==> src/rtl/lc3_ctrl_seq.sv <==
// LC-3 control sequencer: Moore FSM driving datapath loads, bus gates, muxes and SRAM strobes.
// SRAM access length is MEM_WAIT+1 cycles, timed by one shared wait counter.
module lc3_ctrl_seq #(
  parameter int unsigned MEM_WAIT = 2,
  parameter bit          PAUSE_EN = 1'b1
) (
  input  logic       i_clk,
  input  logic       i_rst,
  input  logic       i_run,
  input  logic       i_continue,
  input  logic [3:0] i_opcode,
  input  logic       i_ir_5,
  input  logic       i_ir_11,
  input  logic       i_ben,
  output logic       o_ld_mar,
  output logic       o_ld_mdr,
  output logic       o_ld_ir,
  output logic       o_ld_ben,
  output logic       o_ld_cc,
  output logic       o_ld_reg,
  output logic       o_ld_pc,
  output logic       o_gate_pc,
  output logic       o_gate_mdr,
  output logic       o_gate_alu,
  output logic       o_gate_marmux,
  output logic [1:0] o_pcmux,
  output logic [1:0] o_drmux,
  output logic [1:0] o_sr1mux,
  output logic       o_sr2mux,
  output logic       o_addr1mux,
  output logic [1:0] o_addr2mux,
  output logic       o_marmux,
  output logic       o_mio_en,
  output logic [1:0] o_aluk,
  output logic       o_mem_ce,
  output logic       o_mem_ub,
  output logic       o_mem_lb,
  output logic       o_mem_oe,
  output logic       o_mem_we,
  output logic       o_halted
);

  localparam logic [3:0] OP_BR  = 4'b0000, OP_ADD = 4'b0001, OP_LD  = 4'b0010, OP_ST  = 4'b0011;
  localparam logic [3:0] OP_JSR = 4'b0100, OP_AND = 4'b0101, OP_LDR = 4'b0110, OP_STR = 4'b0111;
  localparam logic [3:0] OP_NOT = 4'b1001, OP_LDI = 4'b1010, OP_STI = 4'b1011, OP_JMP = 4'b1100;
  localparam logic [3:0] OP_PSE = 4'b1101, OP_LEA = 4'b1110, OP_TRP = 4'b1111;

  typedef enum logic [4:0] {
    S_HALTED, S_FETCH, S_FETCH_RD, S_LD_IR, S_DECODE,
    S_ADD, S_AND, S_NOT, S_BR0, S_BR_TAKE, S_JMP, S_JSR0, S_JSR1, S_LEA,
    S_ADDR_PC, S_ADDR_BASE, S_RD, S_LDI_RD, S_LDI_MAR, S_WB,
    S_STI_RD, S_STI_MAR, S_WR_MDR, S_WR,
    S_TRAP0, S_TRAP_R7, S_TRAP_RD, S_TRAP_PC, S_PAUSE1, S_PAUSE2
  } state_t;

  state_t     r_state, w_state_nxt;
  logic [3:0] r_cnt;
  logic       r_mem_oe, r_mem_we;
  logic       w_mem_done, w_in_rd, w_nxt_rd;

  assign w_mem_done = (r_cnt == 4'(MEM_WAIT));
  assign w_in_rd    = r_state inside {S_FETCH_RD, S_RD, S_LDI_RD, S_STI_RD, S_TRAP_RD};
  assign w_nxt_rd   = w_state_nxt inside {S_FETCH_RD, S_RD, S_LDI_RD, S_STI_RD, S_TRAP_RD};

  // NOTE: sequential state uses non-blocking assignments so every register samples pre-edge values.
  always_ff @(posedge i_clk or posedge i_rst) begin
    if (i_rst) begin
      r_state  <= S_HALTED;
      r_cnt    <= '0;
      r_mem_oe <= 1'b1;
      r_mem_we <= 1'b1;
    end else begin
      r_state  <= w_state_nxt;
      r_cnt    <= (w_state_nxt != r_state) ? 4'd0 : r_cnt + 4'd1;
      // SRAM strobes come straight from flops so they never glitch.
      r_mem_oe <= ~w_nxt_rd;
      r_mem_we <= ~(w_state_nxt == S_WR);
    end
  end

  // NOTE: next state is defaulted first so no path through the case can infer a latch.
  always_comb begin
    w_state_nxt = r_state;
    case (r_state)
      S_HALTED:   if (i_run) w_state_nxt = S_FETCH;
      S_FETCH:    w_state_nxt = S_FETCH_RD;
      S_FETCH_RD: if (w_mem_done) w_state_nxt = S_LD_IR;
      S_LD_IR:    w_state_nxt = S_DECODE;
      S_DECODE: begin
        case (i_opcode)
          OP_ADD:                 w_state_nxt = S_ADD;
          OP_AND:                 w_state_nxt = S_AND;
          OP_NOT:                 w_state_nxt = S_NOT;
          OP_BR:                  w_state_nxt = S_BR0;
          OP_JMP:                 w_state_nxt = S_JMP;
          OP_JSR:                 w_state_nxt = S_JSR0;
          OP_LEA:                 w_state_nxt = S_LEA;
          OP_LD, OP_LDI, OP_ST, OP_STI: w_state_nxt = S_ADDR_PC;
          OP_LDR, OP_STR:         w_state_nxt = S_ADDR_BASE;
          OP_TRP:                 w_state_nxt = S_TRAP0;
          OP_PSE:                 w_state_nxt = PAUSE_EN ? S_PAUSE1 : S_HALTED;
          default:                w_state_nxt = S_HALTED;
        endcase
      end
      S_ADD, S_AND, S_NOT, S_JMP, S_LEA, S_JSR1, S_BR_TAKE, S_WB, S_TRAP_PC:
        w_state_nxt = S_FETCH;
      S_BR0:      w_state_nxt = i_ben ? S_BR_TAKE : S_FETCH;
      S_JSR0:     w_state_nxt = S_JSR1;
      S_ADDR_PC, S_ADDR_BASE: begin
        case (i_opcode)
          OP_LD, OP_LDR: w_state_nxt = S_RD;
          OP_LDI:        w_state_nxt = S_LDI_RD;
          OP_ST, OP_STR: w_state_nxt = S_WR_MDR;
          OP_STI:        w_state_nxt = S_STI_RD;
          default:       w_state_nxt = S_HALTED;
        endcase
      end
      S_RD:       if (w_mem_done) w_state_nxt = S_WB;
      S_LDI_RD:   if (w_mem_done) w_state_nxt = S_LDI_MAR;
      S_LDI_MAR:  w_state_nxt = S_RD;
      S_STI_RD:   if (w_mem_done) w_state_nxt = S_STI_MAR;
      S_STI_MAR:  w_state_nxt = S_WR_MDR;
      S_WR_MDR:   w_state_nxt = S_WR;
      S_WR:       if (w_mem_done) w_state_nxt = S_FETCH;
      S_TRAP0:    w_state_nxt = S_TRAP_R7;
      S_TRAP_R7:  w_state_nxt = S_TRAP_RD;
      S_TRAP_RD:  if (w_mem_done) w_state_nxt = S_TRAP_PC;
      S_PAUSE1:   if (i_continue) w_state_nxt = S_PAUSE2;
      S_PAUSE2:   if (!i_continue) w_state_nxt = S_FETCH;
      default:    w_state_nxt = S_HALTED;
    endcase
  end

  always_comb begin
    o_ld_mar = 1'b0; o_ld_mdr = 1'b0; o_ld_ir = 1'b0; o_ld_ben = 1'b0;
    o_ld_cc = 1'b0; o_ld_reg = 1'b0; o_ld_pc = 1'b0;
    o_gate_pc = 1'b0; o_gate_mdr = 1'b0; o_gate_alu = 1'b0; o_gate_marmux = 1'b0;
    o_pcmux = 2'b00; o_drmux = 2'b00; o_sr1mux = 2'b00; o_sr2mux = 1'b0;
    o_addr1mux = 1'b0; o_addr2mux = 2'b00; o_marmux = 1'b0; o_mio_en = 1'b0; o_aluk = 2'b00;
    if (w_in_rd) begin
      o_mio_en = 1'b1;
      o_ld_mdr = w_mem_done;
    end
    case (r_state)
      S_FETCH:   begin o_gate_pc = 1'b1; o_ld_mar = 1'b1; o_ld_pc = 1'b1; end
      S_LD_IR:   begin o_gate_mdr = 1'b1; o_ld_ir = 1'b1; end
      S_DECODE:  o_ld_ben = 1'b1;
      S_ADD, S_AND, S_NOT: begin
        o_sr1mux = 2'b01; o_gate_alu = 1'b1; o_ld_reg = 1'b1; o_ld_cc = 1'b1;
        o_aluk   = (r_state == S_ADD) ? 2'b00 : (r_state == S_AND) ? 2'b01 : 2'b10;
        o_sr2mux = (r_state != S_NOT) & i_ir_5;
      end
      S_BR_TAKE: begin o_addr2mux = 2'b10; o_pcmux = 2'b10; o_ld_pc = 1'b1; end
      S_JMP: begin
        o_sr1mux = 2'b01; o_aluk = 2'b11; o_gate_alu = 1'b1; o_pcmux = 2'b01; o_ld_pc = 1'b1;
      end
      S_JSR0, S_TRAP_R7: begin o_gate_pc = 1'b1; o_drmux = 2'b01; o_ld_reg = 1'b1; end
      S_JSR1: begin
        o_pcmux = 2'b10; o_ld_pc = 1'b1;
        if (i_ir_11) begin
          o_addr2mux = 2'b11;
        end else begin
          o_addr1mux = 1'b1; o_sr1mux = 2'b01;
        end
      end
      S_LEA:     begin o_addr2mux = 2'b10; o_gate_marmux = 1'b1; o_ld_reg = 1'b1; o_ld_cc = 1'b1; end
      S_ADDR_PC: begin o_addr2mux = 2'b10; o_gate_marmux = 1'b1; o_ld_mar = 1'b1; end
      S_ADDR_BASE: begin
        o_addr1mux = 1'b1; o_addr2mux = 2'b01; o_sr1mux = 2'b01;
        o_gate_marmux = 1'b1; o_ld_mar = 1'b1;
      end
      S_LDI_MAR, S_STI_MAR: begin o_gate_mdr = 1'b1; o_ld_mar = 1'b1; end
      S_WB:      begin o_gate_mdr = 1'b1; o_ld_reg = 1'b1; o_ld_cc = 1'b1; end
      S_WR_MDR:  begin o_aluk = 2'b11; o_gate_alu = 1'b1; o_ld_mdr = 1'b1; end
      S_TRAP0:   begin o_marmux = 1'b1; o_gate_marmux = 1'b1; o_ld_mar = 1'b1; end
      S_TRAP_PC: begin o_gate_mdr = 1'b1; o_pcmux = 2'b01; o_ld_pc = 1'b1; end
      default: ;
    endcase
  end

  assign o_mem_ce = 1'b0;
  assign o_mem_ub = 1'b0;
  assign o_mem_lb = 1'b0;
  assign o_mem_oe = r_mem_oe;
  assign o_mem_we = r_mem_we;
  assign o_halted = (r_state == S_HALTED);

endmodule
==> config.mk <==
export PLATFORM = sky130hd
export DESIGN_NAME = lc3_ctrl_seq
export DESIGN_NICKNAME = d
export VERILOG_FILES = /design/src/rtl/lc3_ctrl_seq.sv
export SDC_FILE = /design/constraint.sdc
export NUM_CORES = 1
export LEC_CHECK = 0
export CAP_MARGIN = 25
export CORE_MARGIN = 2
export CORE_UTILIZATION = 45
export CTS_CLUSTER_SIZE = 10
export DETAILED_ROUTE_END_ITERATION = 10
export GPL_TIMING_DRIVEN = 0
export PLACE_DENSITY = 0.77
export SETUP_SLACK_MARGIN = 0.15
export SYNTH_ARGS = -nofsm -noshare
export SYNTH_HDL_FRONTEND = slang
export SYNTH_SLANG_ARGS = --single-unit
==> constraint.sdc <==
create_clock -name i_clk -period 2.4 [get_ports i_clk]
set_input_delay 0.48 -clock i_clk [delete_from_list [all_inputs] [get_ports i_clk]]
set_output_delay 0.48 -clock i_clk [all_outputs]
set_load 0.005 [all_outputs]
==> impl_metrics.sql <==
INSERT INTO impl_metrics (metric_group, metric, value, unit) VALUES
('yosys', 'async_reset_ff_share', '100', '%'),
('sta', 'fin_skew', '0.00695', 'ns'),
('global_route', 'grt_max_degree', '12', ''),
('critical_path', 'element_type_at_the_critical_path_start', 'register', ''),
('yosys', 'post_synth_fa_ha_maj_area_fraction', '6.07', '%'),
('global_route', 'grt_pass1_wl', '10200', 'microns'),
('sta', 'maxSlewViolCount', '0', ''),
('yosys', 'syn_avg_cell_area', '7.39', 'sq um'),
('power_and_ir_drop', 'leakage', '1.34', 'nW'),
('sta', 'tns', '-0.609', 'ns'),
('drt', 'postRouteWirelength', '7520', 'microns'),
('sta', 'final.min_clock_period', '2.53', 'ns'),
('yosys', 'yosysUniqueCellTypes', '66', ''),
('hold_path', 'min-delay-path-class', 'in2async', ''),
('cells_and_area', 'final_core_utilization', '81.5', '%'),
('sta', 'max_slew.worst_pin.slew', '0.727', 'ns'),
('critical_path', 'end_kind', 'register', ''),
('clock_tree', 'clock_input_transition_at_the_sequential_cells_of_the_worst_setup_and_hold_paths', '0.08', 'ns'),
('yosys', 'synth_simple_gate_area_share', '36.3', '%'),
('cells_and_area', 'total_non_filler_cell_area_in_the_finished_layout', '2780', 'sq um'),
('sta', 'timing.final.ws_setup', '-0.130', 'ns'),
('yosys', 'synth.top_cells.by_area', 'sky130_fd_sc_hd__dfrtp_1 (14%), sky130_fd_sc_hd__ha_1 (6.1%), sky130_fd_sc_hd__nand2_1 (4.6%)', ''),
('cells_and_area', 'leading_cell_types_in_the_layout_fill_and_taps_excluded', 'sky130_fd_sc_hd__buf_4 (39), sky130_fd_sc_hd__nor2_1 (16), sky130_fd_sc_hd__nand2_1 (16), sky130_fd_sc_hd__buf_6 (11), sky130_fd_sc_hd__dlygate4sd2_1 (11)', ''),
('die', 'die-height', '64.5', 'microns'),
('sta', 'setup_repair_after_global_routing_missed_its_margin', 'yes', ''),
('yosys', 'post_synthesis_compound_gate_area_fraction', '26.1', '%'),
('sta', 'setup_violations_final', '6', ''),
('yosys', 'synth_top_area_share', '13.7', '%'),
('critical_path', 'reg2reg_setup_slack', '-0.13', 'ns'),
('yosys', 'mapped_area', '1650', 'sq um'),
('drt', 'detail_route.wl_per_cell', '21.2', 'microns'),
('clock_tree', 'clk-insertion-delay-late', '0.28', 'ns'),
('critical_path', 'critPathSlowestCell', 'sky130_fd_sc_hd__or4_4', ''),
('die', 'ios', '42', ''),
('critical_path', 'worstPathCellList', 'ha_4 > nor3b_4 > buf_4 > o211ai_1 > nand3_1 > a2111o_1 > xnor2_1 > or4_4 > nor2_2', ''),
('flow_run', 'maxCapViolations', '0', ''),
('global_route', 'grt.total_usage', '31.2', '%'),
('drt', 'routed_via_density', '6.53', ''),
('yosys', 'synth_xor_area_share', '2.66', '%'),
('run_status', 'violations', 'negative setup slack', ''),
('drt', 'antenna_violating_nets_post_route', '0', ''),
('cells_and_area', 'design.final.nets', '328', ''),
('cells_and_area', 'post_layout_nonfiller_instances', '354', ''),
('yosys', 'synth_largest_area_cell', 'sky130_fd_sc_hd__dfrtp_1', ''),
('clock_tree', 'clk_root_buffer_cell', 'sky130_fd_sc_hd__clkbuf_4', ''),
('placed_design', 'dpl-instance-area', '2080', 'sq um'),
('placed_design', 'gp_routability_congestion', '0.917', ''),
('power_and_ir_drop', 'powerDensity', '1310', 'nW/um^2'),
('placed_design', 'number_of_placed_cells_counting_well_taps', '309', ''),
('drt', 'detail_route.drc_violations', '0', ''),
('yosys', 'synth_ff_type', 'sky130_fd_sc_hd__dfrtp_1', ''),
('clock_tree', 'ctsHtreeMaxLevel', '1', ''),
('global_route', 'grt_antenna_before_repair', '0', ''),
('yosys', 'ys_seq_elements', '11', ''),
('placed_design', 'hpwl', '3580', 'microns'),
('global_route', 'first_global_vias', '2083', ''),
('run_status', 'status', 'finished with violations', ''),
('drt', 'detailroute.via_count', '2311', ''),
('critical_path', 'crit_type', 'reg2reg', ''),
('die', 'initial_utilization', '48.3', '%'),
('die', 'dieArea', '4160', 'sq um'),
('critical_path', 'critPathRequiredTime', '2.62', 'ns'),
('yosys', 'synth.yosys.seq_area_share', '16.8', '%'),
('sta', 'final_hold_viol_count', '0', ''),
('drt', 'detail_route.first_pass.iterations', '5', ''),
('critical_path', 'worst_path_dominant_cell_family', 'simple AND/OR/NAND/NOR gates', ''),
('cells_and_area', 'layout-drive-gt1-share', '45.1', '%'),
('sta', 'period_share', '105', '%'),
('critical_path', 'arrival', '2.75', 'ns'),
('die', 'die_width', '64.5', 'microns'),
('yosys', 'synth_enable_flop_cells', '0', '');
[worst reg2reg max path, delay by kind of cell, from the launching register on]
kind	cells	cell delay (ns)
AND/OR/NAND/NOR	4	0.89
adder cells (fa/ha/maj)	1	0.18
flip-flops	1	0.43
buffers and inverters	1	0.15
XOR/XNOR	1	0.17
AO/OA/AOI/OAI	2	0.65
[worst paths after layout]
path | from | to | cells after the start
min reg2reg | r_cnt[0]$_DFF_PP0_ | r_cnt[0]$_DFF_PP0_ | 2
max | r_cnt[1]$_DFF_PP0_ | r_cnt[3]$_DFF_PP0_ | 9
min in group i_clk | r_cnt[0]$_DFF_PP0_ | r_cnt[0]$_DFF_PP0_ | 2
min | i_rst | r_cnt[2]$_DFF_PP0_ | 2
max in group asynchronous | i_rst | o_mem_oe$_DFF_PP1_ | 2
max reg2reg | r_cnt[1]$_DFF_PP0_ | r_cnt[3]$_DFF_PP0_ | 9
[routing by layer]
metal	global-route usage (%)	share of wire [%]
met2	52.2	46
met4	13.8	6.6
met3	6.60	11
met1	38.6	37
met5	0	0
[synth_stat cells, types with 5 or more instances]
cell type	n
sky130_fd_sc_hd__a211oi_1	6
sky130_fd_sc_hd__a21oi_1	13
sky130_fd_sc_hd__buf_4	6
sky130_fd_sc_hd__buf_6	5
sky130_fd_sc_hd__dfrtp_1	9
sky130_fd_sc_hd__ha_1	8
sky130_fd_sc_hd__inv_1	14
sky130_fd_sc_hd__nand2_1	20
sky130_fd_sc_hd__nand2b_1	7
sky130_fd_sc_hd__nand3_1	11
sky130_fd_sc_hd__nor2_1	20
sky130_fd_sc_hd__nor2b_1	5
sky130_fd_sc_hd__nor3_1	8
sky130_fd_sc_hd__o21ai_0	11
[what timing repair did]
action,in CTS,in global routing
pin swaps,12,15
setup endpoints to repair,29,22
gates resized for setup,98,52
setup buffers,30,11
[sequential cells by signal (all words and copies together) (netlist names)]
| signal | flops |
|---|---|
| o_mem_oe | 1 |
| o_mem_we | 1 |
| r_cnt | 4 |
| r_state | 5 |
[where the power goes]
group / total (mW) / internal (mW) / switching, mW
Clock: 0.136 / 0.0646 / 0.0716
Combinational: 3.21 / 1.50 / 1.72
Sequential: 0.289 / 0.249 / 0.0397
[kinds of logic (layout without fill, tap and decap cells)]
logic type	after synthesis	in the layout
XOR/XNOR	5	5
buffers and inverters	33	114
adder cells (fa/ha/maj)	8	8
flip-flops	11	11
AND/OR/NAND/NOR	104	104
AO/OA/AOI/OAI	61	61
other	1	5
[layout make-up]
type                            instances  area (sq um)  share of cell area [%]
Multi-Input combinational cell        183          1450                    52.2
Timing Repair Buffer                   77           668                    24.0
Sequential cell                        11           279                    10.0
Buffer                                 19           235                    8.45
Inverter                               14          63.8                    2.29
Tap cell                               46          57.6                    2.07
Clock buffer                            4          26.3                   0.944
Note: power is estimated with default switching activity, not from simulation.
